===== src/rtl/writeback_pkg.sv =====
// Shared types and cache tag fields for the writeback stage.
package writeback_pkg;

    typedef enum logic [1:0] {
        StIdle = 2'd0,
        StAddr = 2'd1,
        StData = 2'd2,
        StResp = 2'd3
    } wb_state_t;

    localparam logic       TAG_READ   = 1'b0;
    localparam logic       TAG_WRITE  = 1'b1;
    localparam logic [3:0] TAG_MEMORY = 4'b0001;
    localparam logic       TAG_DATA   = 1'b1;
    localparam logic [6:0] TAG_PAD    = 7'b0;

    localparam logic [12:0] STORE_TAG = {TAG_WRITE, TAG_MEMORY, TAG_DATA, TAG_PAD};

    // Stores are issued as aligned 8-byte beats.
    function automatic logic [63:0] align_addr(input logic [63:0] addr);
        return {addr[63:3], 3'b000};
    endfunction

endpackage


===== src/rtl/wb_store_ctrl.sv =====
// Store FSM: issues the address and data beats to the data cache, then waits for completion.
module wb_store_ctrl
    import writeback_pkg::*;
(
    input  logic        clk,
    input  logic        reset,
    input  logic        store_accept,
    input  logic [63:0] store_addr,
    input  logic [63:0] store_data,
    input  logic [63:0] store_rip,
    input  logic        req_ack,
    input  logic        resp_cyc,
    output logic        req_cyc,
    output logic [63:0] req_data,
    output logic [12:0] req_tag,
    output logic        resp_ack,
    output logic        retire,
    output logic [63:0] retire_rip,
    output logic        busy
);

    wb_state_t   state_q, state_d;
    logic [63:0] addr_q, data_q, rip_q;
    logic        resp_ack_q, retire_q;
    logic        resp_done;

    assign resp_done = (state_q == StResp) && resp_cyc;

    always_comb begin
        state_d = state_q;
        case (state_q)
            StIdle:  if (store_accept) state_d = StAddr;
            StAddr:  if (req_ack)      state_d = StData;
            StData:  if (req_ack)      state_d = StResp;
            StResp:  if (resp_cyc)     state_d = StIdle;
            default: state_d = StIdle;
        endcase
    end

    always_ff @(posedge clk or negedge reset) begin
        if (!reset) begin
            state_q    <= StIdle;
            addr_q     <= '0;
            data_q     <= '0;
            rip_q      <= '0;
            resp_ack_q <= 1'b0;
            retire_q   <= 1'b0;
        end else begin
            state_q    <= state_d;
            resp_ack_q <= resp_done;
            retire_q   <= resp_done;
            if (state_q == StIdle && store_accept) begin
                addr_q <= store_addr;
                data_q <= store_data;
                rip_q  <= store_rip;
            end
        end
    end

    // Request outputs decode straight from state so reset drops them at once.
    always_comb begin
        req_cyc  = 1'b0;
        req_data = '0;
        req_tag  = '0;
        case (state_q)
            StAddr: begin
                req_cyc  = 1'b1;
                req_data = addr_q;
                req_tag  = STORE_TAG;
            end
            StData: begin
                req_cyc  = 1'b1;
                req_data = data_q;
                req_tag  = STORE_TAG;
            end
            default: ;
        endcase
    end

    assign resp_ack   = resp_ack_q;
    assign retire     = retire_q;
    assign retire_rip = rip_q;
    assign busy       = (state_q != StIdle);

    resp_outside_wait: assert property (@(posedge clk) disable iff (!reset)
        resp_cyc |-> (state_q == StResp))
        else $error("cacheRespcyc seen outside the response wait");

endmodule


===== src/rtl/writeback.sv =====
// Writeback stage: single-cycle register commits, multi-cycle stores via wb_store_ctrl.
module writeback
    import writeback_pkg::*;
(
    input  logic        clk,
    input  logic        reset,
    input  logic        validIn,
    input  logic        canWritebackIn,
    input  logic [63:0] currentRipIn,
    input  logic [63:0] resultIn,
    input  logic [3:0]  destRegIn,
    input  logic        destRegValidIn,
    input  logic        isMemoryAccessDestIn,
    input  logic [63:0] memoryAddressDestIn,
    output logic        cacheReqcyc,
    output logic [63:0] cacheReq,
    output logic [12:0] cacheReqtag,
    input  logic        cacheReqack,
    input  logic        cacheRespcyc,
    output logic        cacheRespack,
    output logic        regWriteEnOut,
    output logic [3:0]  regWriteAddrOut,
    output logic [63:0] regWriteDataOut,
    output logic        retireValidOut,
    output logic [63:0] retireRipOut,
    output logic        stallOut,
    output logic        misalignOut
);

    logic        busy, accept, store_accept, alu_accept, store_retire;
    logic [63:0] store_rip;
    logic        wr_en_q, alu_retire_q;
    logic [3:0]  wr_addr_q;
    logic [63:0] wr_data_q, alu_rip_q;

    // Only the in-flight store gates acceptance; the store-accept stall must not block itself.
    assign accept       = validIn & canWritebackIn & ~busy;
    assign store_accept = accept & isMemoryAccessDestIn;
    assign alu_accept   = accept & ~isMemoryAccessDestIn;

    assign stallOut    = busy | store_accept;
    assign misalignOut = store_accept & (|memoryAddressDestIn[2:0]);

    wb_store_ctrl u_store_ctrl (
        .clk          (clk),
        .reset        (reset),
        .store_accept (store_accept),
        .store_addr   (align_addr(memoryAddressDestIn)),
        .store_data   (resultIn),
        .store_rip    (currentRipIn),
        .req_ack      (cacheReqack),
        .resp_cyc     (cacheRespcyc),
        .req_cyc      (cacheReqcyc),
        .req_data     (cacheReq),
        .req_tag      (cacheReqtag),
        .resp_ack     (cacheRespack),
        .retire       (store_retire),
        .retire_rip   (store_rip),
        .busy         (busy)
    );

    always_ff @(posedge clk or negedge reset) begin
        if (!reset) begin
            wr_en_q      <= 1'b0;
            wr_addr_q    <= '0;
            wr_data_q    <= '0;
            alu_retire_q <= 1'b0;
            alu_rip_q    <= '0;
        end else begin
            wr_en_q      <= alu_accept & destRegValidIn;
            alu_retire_q <= alu_accept;
            if (alu_accept & destRegValidIn) begin
                wr_addr_q <= destRegIn;
                wr_data_q <= resultIn;
            end
            if (alu_accept) begin
                alu_rip_q <= currentRipIn;
            end
        end
    end

    assign regWriteEnOut   = wr_en_q;
    assign regWriteAddrOut = wr_addr_q;
    assign regWriteDataOut = wr_data_q;

    // Store and ALU retires can never coincide: a store retire follows a non-IDLE cycle.
    assign retireValidOut = alu_retire_q | store_retire;
    assign retireRipOut   = store_retire ? store_rip : alu_rip_q;

endmodule


===== config.mk =====
export PLATFORM = sky130hd
export DESIGN_NAME = writeback
export DESIGN_NICKNAME = d
export VERILOG_FILES = /design/src/rtl/writeback_pkg.sv /design/src/rtl/wb_store_ctrl.sv /design/src/rtl/writeback.sv
export SDC_FILE = /design/constraint.sdc
export NUM_CORES = 1
export LEC_CHECK = 0
export BUFFER_PORTS_ARGS = -buffer_cell sky130_fd_sc_hd__buf_4
export CAP_MARGIN = 20
export CORE_AREA = 5 5 141 197
export CTS_BUF_LIST = sky130_fd_sc_hd__clkbuf_2
export CTS_CLUSTER_DIAMETER = 40
export CTS_CLUSTER_SIZE = 40
export DETAILED_ROUTE_END_ITERATION = 7
export DIE_AREA = 0 0 146 202
export PLACE_DENSITY_LB_ADDON = 0.08
export SYNTH_ARGS = -nofsm -noshare
export SYNTH_HDL_FRONTEND = slang
export SYNTH_SLANG_ARGS = --single-unit

===== constraint.sdc =====
create_clock -name clk -period 2.6 [get_ports clk]
set_input_delay 0.52 -clock clk [delete_from_list [all_inputs] [get_ports clk]]
set_output_delay 0.52 -clock clk [all_outputs]
set_load 0.01 [all_outputs]

Yosys cells after proc, flatten, opt, wreduce, memory -nomap -nowiden
Index checks and enable logic that the tools add are counted.
{"block": "classes", "mux": 9, "eq_ne": 7, "n_bitwise": 10, "n_reduce_logical": 7}
{"op": "64-bit one-hot mux with 2 select lines", "n": 1}
{"op": "64-bit 2-to-1 mux", "n": 1}
{"op": "13-bit 2-to-1 mux", "n": 1}
{"op": "2-bit 2-to-1 mux", "n": 4}
{"op": "2-bit inequality test (second input constant)", "n": 4}
{"op": "2-bit one-hot mux with 4 select lines", "n": 1}
{"op": "1-bit bitwise AND", "n": 6}
{"op": "2-bit == test (second input constant)", "n": 2}
{"op": "4-bit AND reduction", "n": 1}
{"op": "3-bit OR reduction", "n": 1}
{"op": "2-bit by 1-bit == test with 1-bit output (second input constant)", "n": 1}
{"op": "1-bit logical AND", "n": 2}
{"op": "2-bit logical NOT", "n": 1}
{"op": "1-bit NOT", "n": 2}
{"op": "1-bit bitwise OR", "n": 2}
{"op": "2-bit nonzero test", "n": 1}
{"op": "2-bit OR reduction", "n": 1}
{"op": "1-bit 2-to-1 mux", "n": 1}
{"block": "word_totals", "out_inout_bits": 215, "ff_bits": 326, "in_bits": 204}

Depth between registers and ports, before layout
Gate-level depths: netlist (run 1).
{"block": "depth", "depth_word": 6, "depth_mapped": 7}

Modules after synthesis
Synthesis (run 1) repeated with hierarchy kept, for this count alone.
{"block": "unflattened", "cells_unflattened": 949, "hier_area_um2": 14273.7}
{"module": "wb_store_ctrl", "cells_per_inst": 590, "instances": 1, "area_per_inst_um2": 8494.4}
{"module": "writeback", "cells_per_inst": 359, "instances": 1, "area_per_inst_um2": 5779.3}

Worst setup path before layout (run 1)
OpenSTA, ideal clock, no wires.
{"block": "synth_path", "path_kind": "reg-to-output", "from": "register u_store_ctrl.state_q[0]", "to": "output port cacheReq[10]", "arrival_time_ns": 1.552, "n_path_buf": 2, "path_slack_ns": 0.528, "path_stages_with_launch": 7, "path_cell_list": "dfrtp_1 > inv_1 > ha_1 > clkbuf_1 > buf_1 > a22oi_1 > nor2b_1"}
{"block": "synth_via", "elab_chain_len": 2, "word_cells_on_any_way": 3}
{"element": "start, declared", "line_no": "wb_store_ctrl.sv:22", "rtl": "wb_state_t state_q, state_d;"}
{"element": "start signal, assigned", "line_no": "wb_store_ctrl.sv:42", "rtl": "state_q <= StIdle;"}
{"element": "start signal, assigned", "line_no": "wb_store_ctrl.sv:49", "rtl": "state_q <= state_d;"}
{"element": "2-bit == test / 2-bit by 1-bit == test with 1-bit output (equally long branches)", "line_no": "wb_store_ctrl.sv:65", "rtl": "case (state_q)"}
{"element": "64-bit one-hot mux with 2 select lines (*)", "line_no": "wb_store_ctrl.sv:65"}
{"element": "end, declared", "line_no": "writeback.sv:16", "rtl": "output logic [63:0] cacheReq,"}
Mark *: on every way between the ends. The rest lies on a longest branch, timed or not.

Worst setup path after layout (run 1)
{"block": "layout_path", "from": "register u_store_ctrl.state_q[1]", "to": "output port cacheReq[10]"}
The elaborated chain is that of the path after synthesis.

==> flow_summary.yaml, run 1 <==
floorplanning:
  start_util_pct: 54.1
  chipHeight_microns: 202
  die_area_sq_mm: 0.0295
  placeableCoreArea_sq_mm: 0.0258
  i_o_pin_count: 419
  floorplan.rows: 70
  chipWidth_microns: 146
finish:
  post_route_cells_drive_above_1_share_pct: 61.1
  nNetsFinal: 1784
  post_layout_nonfiller_instances: 1929
  postLayoutCellArea_sq_mm: 0.0211
  area.growth.synth_to_final_pct: 51.4
  layout.filler_cells: 1386
  post-route-util_pct: 81.8
synth:
  yosys-top-cells-area: "dfrtp_1 58%, mux2_2 30%, a22oi_1 3.3%"
  synth_cells: 935
  synthTopCellsByCount: "377 x mux2_2, 326 x dfrtp_1, 61 x a22oi_1, 61 x nor2b_1, 34 x buf_2"
  synthDominantAreaCellType: "dfrtp_1"
  ys_warn_count: 0
  synthDominantCellAreaShare_pct: 58.4
  post_synth_num_cell_types: 24
  synth_seq_area_share_pct: 58.4
  yosys.cell_count.top_type: "mux2_2"
  synth_edf_count: 0
  postSynth.topFlopCell: "dfrtp_1"
  postSynthRegisterBits: 326
  postSynth.asyncResetShare_pct: 100
  synth_area_sq_mm: 0.0140
  syn-mean-instance-area_sq_um: 14.9
timing:
  grt_setup_unrepaired: "true"
  final.min_clock_period_ps: 2840
  finalWorstSetupSlack_ps: -245
  final_setup_violation_count: 133
  tightest_slew_ps: 529
  finalClockSkew_ps: 82.6
  final-hold-violation-count: 0
  max_freq_mhz: 352
  layout_worst_path_cycle_share_pct: 109
  relSlewSlack_pct: 64.7
  fin_setup_tns_ps: -20230
  hold_slack_ps: 163
  timing.final.max_slew_violations: 0
critical_path:
  worst_path_arrival_time_ps: 2320
  timing.critical_path.required_ps: 2080
  crit_fanout: 28
  startpoint_type: "flop"
  critical_path_class: "flop to output port"
  cp-end-kind: "output port"
global_route:
  grt_pass1_vias: 11440
  global_route.usage.met1_pct: 31.2
  initial_antenna_violation_count: 5
  global_route_wire_length_before_repair_mm: 64.4
  global_route.usage.met3_pct: 7.74
  overall_track_demand_over_capacity_in_global_routing_pct: 27.6
  grt_max_degree: 86
  gr_peak_layer: "met2"
  global_route.overflow_total: 0
  met2_usage_pct: 48.8
pwr:
  power_density_mw_per_mm2: 1150
  p_seq_share_pct: 36.7
  clock_power_share_pct: 11.1
  max_ir_drop_vdd_mv: 0.927
  p_sw_share_pct: 34.5
  power_mw: 24.2
  cellLeakagePower_nw: 9.96
  internal_power_mw: 15.9
  share_comb_of_total_power_pct: 52.1
  power.switching_mw: 8.36
cts:
  clkSinkCount: 326
  max-clock-path-buffers: 3
  ctsRootBufferMaster: "clkbuf_2"
  clock_pin_transition_on_the_worst_setup_and_hold_timing_paths_ps: 250
  cts.htree.levels: 2
  cts-buffers-inserted: 36
  cts_tree: "built"
  clock_insertion_delay_worst_skew_ps: 900
status:
  outcome: "finished, violations left"
  violations: "negative setup slack"
route:
  drt-pass1-iter-count: 4
  drt_iter0_drc: 438
  drtAntennaViolNets: 0
  detailroute.via_count: 10418
  post_drt_wl_per_cell_microns: 22.4
  route.final.wire_length_mm: 43.2
  drcViolationCount: 0
  viasPerCell: 5.40
placement:
  area_of_placed_instances_sq_mm: 0.0174
  post-dp-hpwl_mm: 26.1
  gp_routability_congestion: 0.856
  place_ws_ps: 203
  placement.io_buffers: 408
  post-place-cells: 1622
run:
  max_cap_viol_count: 0
min_path:
  min_path_type: "primary input to asynchronous set/reset pin"
critical path, stage by stage (launching register included):
cell	delay, ps
dfrtp_1	460
inv_2	120
ha_4	240
buf_12	210
a22oi_1	120
nor2b_1	180
buf_4	150
sequential cells by signal (all words and copies together) (netlist names):
register                 count
regWriteEnOut                1
u_store_ctrl.resp_ack        1
regWriteAddrOut              4
u_store_ctrl.addr_q         61
u_store_ctrl.retire_rip     64
alu_retire_q                 1
alu_rip_q                   64
u_store_ctrl.data_q         64
regWriteDataOut             64
u_store_ctrl.state_q         2
routing by layer:
layer	routed length (microns)	up-vias
li1	-	4614
met1	15300	5280
met2	22800	402
met3	2930	118
met4	2150	4
met5	21	-
cells by family (layout without fill, tap and decap cells):
group                    after synthesis  after routing  share of synthesized area (%)
adder cells (fa/ha/maj)                5              5                          0.448
flip-flops                           326            326                           58.4
other                                  1             14                         0.0268
AO/OA/AOI/OAI                         63             63                           3.41
AND/OR/NAND/NOR                       74             74                           3.25
buffers and inverters                 79            736                           3.02
multiplexers                         387            387                           31.4
power groups by stage:
stage / registers (mW) / logic (mW) / clock network [mW]
2_1_floorplan: 8.64 / 5.26 / 0
3_3_place_gp: 8.80 / 9.36 / 0
3_5_place_dp: 8.89 / 9.55 / 0
4_1_cts: 8.76 / 11.4 / 2.78
5_1_grt: 9.15 / 13.3 / 2.97
6_report: 8.89 / 12.6 / 2.70
area by class of cell:
type | count | area (sq um) | area share [%]
Antenna cell | 4 | 10.0 | 0.0473
Inverter | 4 | 15.0 | 0.0710
Clock inverter | 23 | 241 | 1.14
Timing Repair Buffer | 668 | 6340 | 30.0
Multi-Input combinational cell | 539 | 5760 | 27.3
Sequential cell | 326 | 8160 | 38.6
Clock buffer | 41 | 205 | 0.970
Tap cell | 324 | 405 | 1.92
layout by cell type, fill, tap and decap left out, types with 2 or more instances in the layout:
cell type      instances
inv_1                  2
buf_4                359
mux2_2               358
dlygate4sd3_1        195
clkinv_1               2
buf_16                 4
and2_1                 3
inv_6                  4
ha_4                   3
nor2b_2               13
nor2b_4                9
inv_2                  2
buf_12                24
dfrtp_1              325
a22oi_2               22
buf_6                 76
conb_1                10
nor2b_1               39
clkinvlp_4             7
mux2_4                28
bufinv_16              3
diode_2                4
clkbuf_2              41
ha_1                   2
clkinv_2               4
clkbuf_16              8
a22oi_1               39
worst paths after layout:
path	slack, ps	cells past startpoint	endpoint	start
setup / recovery	-240	6	cacheReq[10]	u_store_ctrl.state_q[1]
hold / removal	160	2	regWriteDataOut[63]	reset
setup reg to reg	320	8	regWriteDataOut[10]	u_store_ctrl.state_q[1]
hold reg to reg	530	1	u_store_ctrl.retire_rip[10]	u_store_ctrl.retire_rip[10]
max in group asynchronous	1650	3	u_store_ctrl.addr_q[6]	reset
min in group clk	190	4	u_store_ctrl.state_q[0]	canWritebackIn
timing repair:
| item | in CTS | in global routing |
|---|---|---|
| buffers inserted | 24 | 9 |
| endpoints found under the hold margin | 513 | 0 |
| setup endpoints to repair | 135 | 134 |
| gates resized for setup | 75 | 96 |
| pin swaps | 7 | 6 |
| cloned | 6 | 8 |
| hold buffers | 195 | 0 |
(Power assumes the default switching activity.)
==> run 2: changes to the inputs <==
BUFFER_PORTS_ARGS = -buffer_cell sky130_fd_sc_hd__buf_2   (was -buffer_cell sky130_fd_sc_hd__buf_4)
CORE_AREA = 10 10 146 202   (was 5 5 141 197)
DIE_AREA = 0 0 156 212   (was 0 0 146 202)
==> flow_summary.yaml, run 2 (synthesis results as in run 1) <==
timing:
  finalWorstSetupSlack_ps: -237
  final.min_clock_period_ps: 2840
  grt_setup_unrepaired: "true"
  final-hold-violation-count: 0
  final_setup_violation_count: 74
  fin_setup_tns_ps: -11400
  max_freq_mhz: 352
  layout_worst_path_cycle_share_pct: 109
  timing.final.max_slew_violations: 0
  relSlewSlack_pct: 48.9
  tightest_slew_ps: 766
  finalClockSkew_ps: 40.7
finish:
  area.growth.synth_to_final_pct: 44.4
  post-route-util_pct: 78.1
  nNetsFinal: 1767
  most_common_library_cell_in_the_layout_ignoring_fill_and_taps: "buf_2"
  commonest_non_fill_non_tap_cells_in_the_layout: "339 x buf_2, 325 x dfrtp_1, 314 x mux2_2"
  post_route_cells_drive_above_1_share_pct: 59.6
  postLayoutCellArea_sq_mm: 0.0202
  layout.filler_cells: 1530
status:
  violations: "negative setup slack"
  outcome: "finished, violations left"
pwr:
  share_comb_of_total_power_pct: 50.0
  clock_power_share_pct: 11.7
  power_density_mw_per_mm2: 1140
  p_sw_share_pct: 35.2
  max_ir_drop_vdd_mv: 0.684
  internal_power_mw: 14.9
  power.switching_mw: 8.10
  p_seq_share_pct: 38.4
  power_mw: 23.0
  cellLeakagePower_nw: 9.72
floorplanning:
  placeableCoreArea_sq_mm: 0.0258
  start_util_pct: 54.1
  die_area_sq_mm: 0.0331
  i_o_pin_count: 419
  chipHeight_microns: 212
  chipWidth_microns: 156
  floorplan.rows: 70
cts:
  cts-buffers-inserted: 35
  max-clock-path-buffers: 3
  clock_pin_transition_on_the_worst_setup_and_hold_timing_paths_ps: 220
  cts.htree.levels: 2
  cts_tree: "built"
  clock_insertion_delay_worst_skew_ps: 860
  ctsRootBufferMaster: "clkbuf_2"
  clkSinkCount: 326
route:
  drt_iter0_drc: 369
  post_drt_wl_per_cell_microns: 23.9
  viasPerCell: 5.39
  detailroute.via_count: 10326
  drtAntennaViolNets: 0
  drt-pass1-iter-count: 4
  drcViolationCount: 0
  route.final.wire_length_mm: 45.8
critical_path:
  worst_path_arrival_time_ps: 2320
  worst_r2r_endpoint: "u_store_ctrl.data_q[22]"
  startpoint_of_the_worst_slack_reg_to_reg_timing_path: "u_store_ctrl.state_q[1]"
  r2r_cells: 9
  setup.worst_path.end: "cacheReq[26]"
  r2r_slack_ps: 190
  timing.critical_path.required_ps: 2080
  cp-end-kind: "output port"
  startpoint_type: "flop"
  crit_fanout: 17
  worstSetupStartpoint: "u_store_ctrl.state_q[0]"
  critical_path_class: "flop to output port"
min_path:
  min_path_type: "primary input to flop"
placement:
  place_ws_ps: 289
  area_of_placed_instances_sq_mm: 0.0164
  placement.io_buffers: 408
  gp_routability_congestion: 0.788
  post-dp-hpwl_mm: 27.3
run:
  max_cap_viol_count: 0
global_route:
  initial_antenna_violation_count: 9
  global_route.overflow_total: 0
  overall_track_demand_over_capacity_in_global_routing_pct: 26.0
  grt_pass1_vias: 11613
  global_route_wire_length_before_repair_mm: 67.0
  grt_max_degree: 88
[run 2: changes by cell type in the layout (fill, tap and decap cells not counted), sizes merged]
cell,previous run,this run
clkinvlp,7,5
bufbuf,1,0
diode,4,8
clkinv,8,11
buf,464,453
clkbuf,49,46
inv,9,5
bufinv,3,4
[run 2: worst min-delay path by stage]
| stage | startpoint | endpoint | depth (start not counted) |
|---|---|---|---|
| after global placement | reset | u_store_ctrl.retire_rip[22] | 1 |
| final | destRegValidIn | regWriteEnOut | 3 |
| after CTS | reset | alu_rip_q[8] | 2 |
| after global routing | reset | alu_rip_q[57] | 2 |
| after detailed placement | reset | u_store_ctrl.retire_rip[22] | 1 |
| after floorplan | reset | alu_retire_q | 0 |
[run 2: layer usage]
| metal | track usage (%) | share of wire [%] | routed length [microns] |
|---|---|---|---|
| met1 | 28.1 | 36 | 16500 |
| met2 | 45.8 | 53 | 24100 |
| met3 | 7.89 | 7.0 | 3200 |
| met4 | 12.0 | 4.1 | 1890 |
| met5 | 0 | 0.028 | 13 |
[run 2: metrics by stage]
stage | hold slack (ps) | std cells
floorplan | 224 | 944
global placement | 463 | 1621
detailed placement | 461 | 1621
CTS | 40.6 | 1905
global route | 76.5 | 1916
finish | 145 | 1916
[run 2: power groups by stage]
stage | clock network [mW] | logic (mW) | registers, mW
after detailed placement | 0 | 8.70 | 8.74
after global placement | 0 | 8.56 | 8.61
after global routing | 2.99 | 12.2 | 9.10
final | 2.69 | 11.5 | 8.84
after CTS | 2.79 | 10.8 | 8.63
after floorplan | 0 | 5.26 | 8.64
[run 2: repair_timing]
item	4_1_cts	5_1_grt
hold buffers	195	0
pin swaps	5	0
buffers inserted	15	2
endpoints found under the hold margin	643	0
cloned	11	4
setup endpoints to repair	134	203
resized for setup	109	88
[run 2: cell type report]
| cell class | count | area (sq um) | share of cell area (%) |
|---|---|---|---|
| tap | 324 | 405 | 2.01 |
| clock buffer | 42 | 210 | 1.04 |
| inverter | 4 | 15.0 | 0.0744 |
| sequential | 326 | 8160 | 40.4 |
| timing repair buffer | 652 | 5280 | 26.2 |
| antenna | 8 | 20.0 | 0.0992 |
| clock inverter | 21 | 231 | 1.15 |
| multi-input combinational | 539 | 5850 | 29.0 |
[run 2: worst max-delay path, stage by stage (launching register included)]
cell and delay (ps):
dfrtp_1 440, inv_2 110, ha_4 240, buf_12 200, a22oi_1 100, nor2b_1 190
buf_2 170
==> run 3: changes to the inputs <==
CORE_AREA = 10 10 194 269   (was 10 10 146 202)
DIE_AREA = 0 0 204 279   (was 0 0 156 212)
RECOVER_POWER = 25   (was default)
SLEW_MARGIN = 40   (was default)
==> flow_summary.yaml, run 3 (synthesis results as in run 1) <==
status:
  outcome: "finished, violations left"
  violations: "negative setup slack"
critical_path:
  worst_path_arrival_time_ps: 2380
  crit_fanout: 5
  timing.critical_path.required_ps: 2080
  startpoint_type: "flop"
  critical_path_class: "flop to output port"
  r2r_cells: 13
  cp-end-kind: "output port"
global_route:
  global_route_wire_length_before_repair_mm: 73.2
  global_route.overflow_total: 0
  grt_pass1_vias: 11599
  overall_track_demand_over_capacity_in_global_routing_pct: 16.7
  initial_antenna_violation_count: 4
  grt_max_degree: 66
placement:
  post-dp-hpwl_mm: 31.6
  gp_routability_congestion: 0.707
  post-place-cells: 1929
  placement.io_buffers: 408
finish:
  post_layout_nonfiller_instances: 2261
  post-route-util_pct: 45.0
  area.growth.synth_to_final_pct: 51.3
  commonest_non_fill_non_tap_cells_in_the_layout: "325 x dfrtp_1, 325 x buf_2, 313 x mux2_2"
  post_route_cells_drive_above_1_share_pct: 60.0
  nNetsFinal: 1807
route:
  post_drt_wl_per_cell_microns: 22.1
  viasPerCell: 4.54
  detailroute.via_count: 10271
  drt-pass1-iter-count: 4
  route.final.wire_length_mm: 49.9
  drcViolationCount: 0
  drt_iter0_drc: 271
  drtAntennaViolNets: 0
timing:
  layout_worst_path_cycle_share_pct: 111
  relSlewSlack_pct: 9.34
  timing.final.max_slew_violations: 0
  final-hold-violation-count: 0
  final.min_clock_period_ps: 2900
  fin_setup_tns_ps: -25650
  grt_setup_unrepaired: "true"
  finalClockSkew_ps: 40.2
  final_setup_violation_count: 134
  hold_slack_ps: 285
  max_freq_mhz: 345
  finalWorstSetupSlack_ps: -297
  tightest_slew_ps: 1360
cts:
  max-clock-path-buffers: 3
  clock_pin_transition_on_the_worst_setup_and_hold_timing_paths_ps: 160
  ctsRootBufferMaster: "clkbuf_2"
  cts.htree.levels: 2
  clock_insertion_delay_worst_skew_ps: 940
  cts_tree: "built"
  clkSinkCount: 326
  cts-buffers-inserted: 49
pwr:
  clock_power_share_pct: 15.1
  power_density_mw_per_mm2: 1140
  p_sw_share_pct: 34.5
  internal_power_mw: 15.8
  share_comb_of_total_power_pct: 48.5
  max_ir_drop_vdd_mv: 0.500
  cellLeakagePower_nw: 10.0
  p_seq_share_pct: 36.3
  power.switching_mw: 8.32
floorplanning:
  chipHeight_microns: 279
  i_o_pin_count: 419
  chipWidth_microns: 204
  floorplan.rows: 94
  placeableCoreArea_sq_mm: 0.0469
  start_util_pct: 29.8
  die_area_sq_mm: 0.0569
run:
  max_cap_viol_count: 0
min_path:
  depth_of_the_worst_hold_timing_path: 3
  min_path_type: "primary input to flop"
[run 3: cell types whose count changed in the layout (fill, tap and decap cells not counted), moves of 4 or more]
cell,before,now
buf_2,339,325
clkbuf_2,42,57
buf_4,17,29
dlygate4sd3_1,195,200
bufinv_16,4,9
nor2b_1,50,54
buf_6,69,76
clkinv_1,4,10
diode_2,8,1
[run 3: worst paths after layout]
check                           slack [ps]                           to               startpoint
min in group asynchronous              930                alu_rip_q[39]                    reset
worst max register to register         130      u_store_ctrl.data_q[19]  u_store_ctrl.state_q[0]
worst max-delay path                  -300                 cacheReq[40]  u_store_ctrl.state_q[1]
worst min-delay path                   280                 alu_retire_q     isMemoryAccessDestIn
max in group asynchronous              430  u_store_ctrl.retire_rip[48]                    reset
worst min register to register         520                alu_rip_q[22]            alu_rip_q[22]
[run 3: routing by layer]
layer	global-route usage (%)	vias up	wire, microns
met1	19.3	5214	19800
li1	-	4681	-
met3	4.82	65	3070
met5	0	-	23
met2	29.3	307	25900
met4	4.68	4	1090
[run 3: cell type report]
cell class | count | area (sq um)
clock buffer | 53 | 265
multi-input combinational | 539 | 5860
inverter | 4 | 15.0
timing repair buffer | 678 | 5630
fill | 4313 | 25800
antenna | 1 | 2.50
clock inverter | 36 | 434
sequential | 326 | 8160
tap | 624 | 781
[run 3: stage by stage]
stage                     area [sq um]  total power, mW  setup WS (ps)
after floorplan                  14000             13.9            528
after global placement           16900             17.6            501
after detailed placement         16900             17.7            490
after CTS                        20600             23.3           -497
after global routing             21100             25.7           -511
final                            21100             24.1           -297
[run 3: what timing repair did]
item,4_1_cts,5_1_grt
hold endpoints to repair,651,0
pin swaps,5,0
endpoints found under the setup margin,136,172
resized for setup,104,144
gates cloned,12,9
setup buffers,23,6
hold buffers,201,0
[run 3: power groups by stage]
stage	combinational [mW]	sequential [mW]	clock, mW
floorplan	5.26	8.64	0
global placement	8.83	8.72	0
detailed placement	8.89	8.76	0
global route	12.6	9.06	4.06
finish	11.7	8.75	3.65
CTS	10.7	8.68	3.86
[run 3: worst max-delay path: stages (launching register included)]
cell and delay, ps:
dfrtp_1 440, buf_6 130, ha_4 180, buf_12 140
clkbuf_16 160, a22oi_1 170, nor2b_1 70, buf_2 140
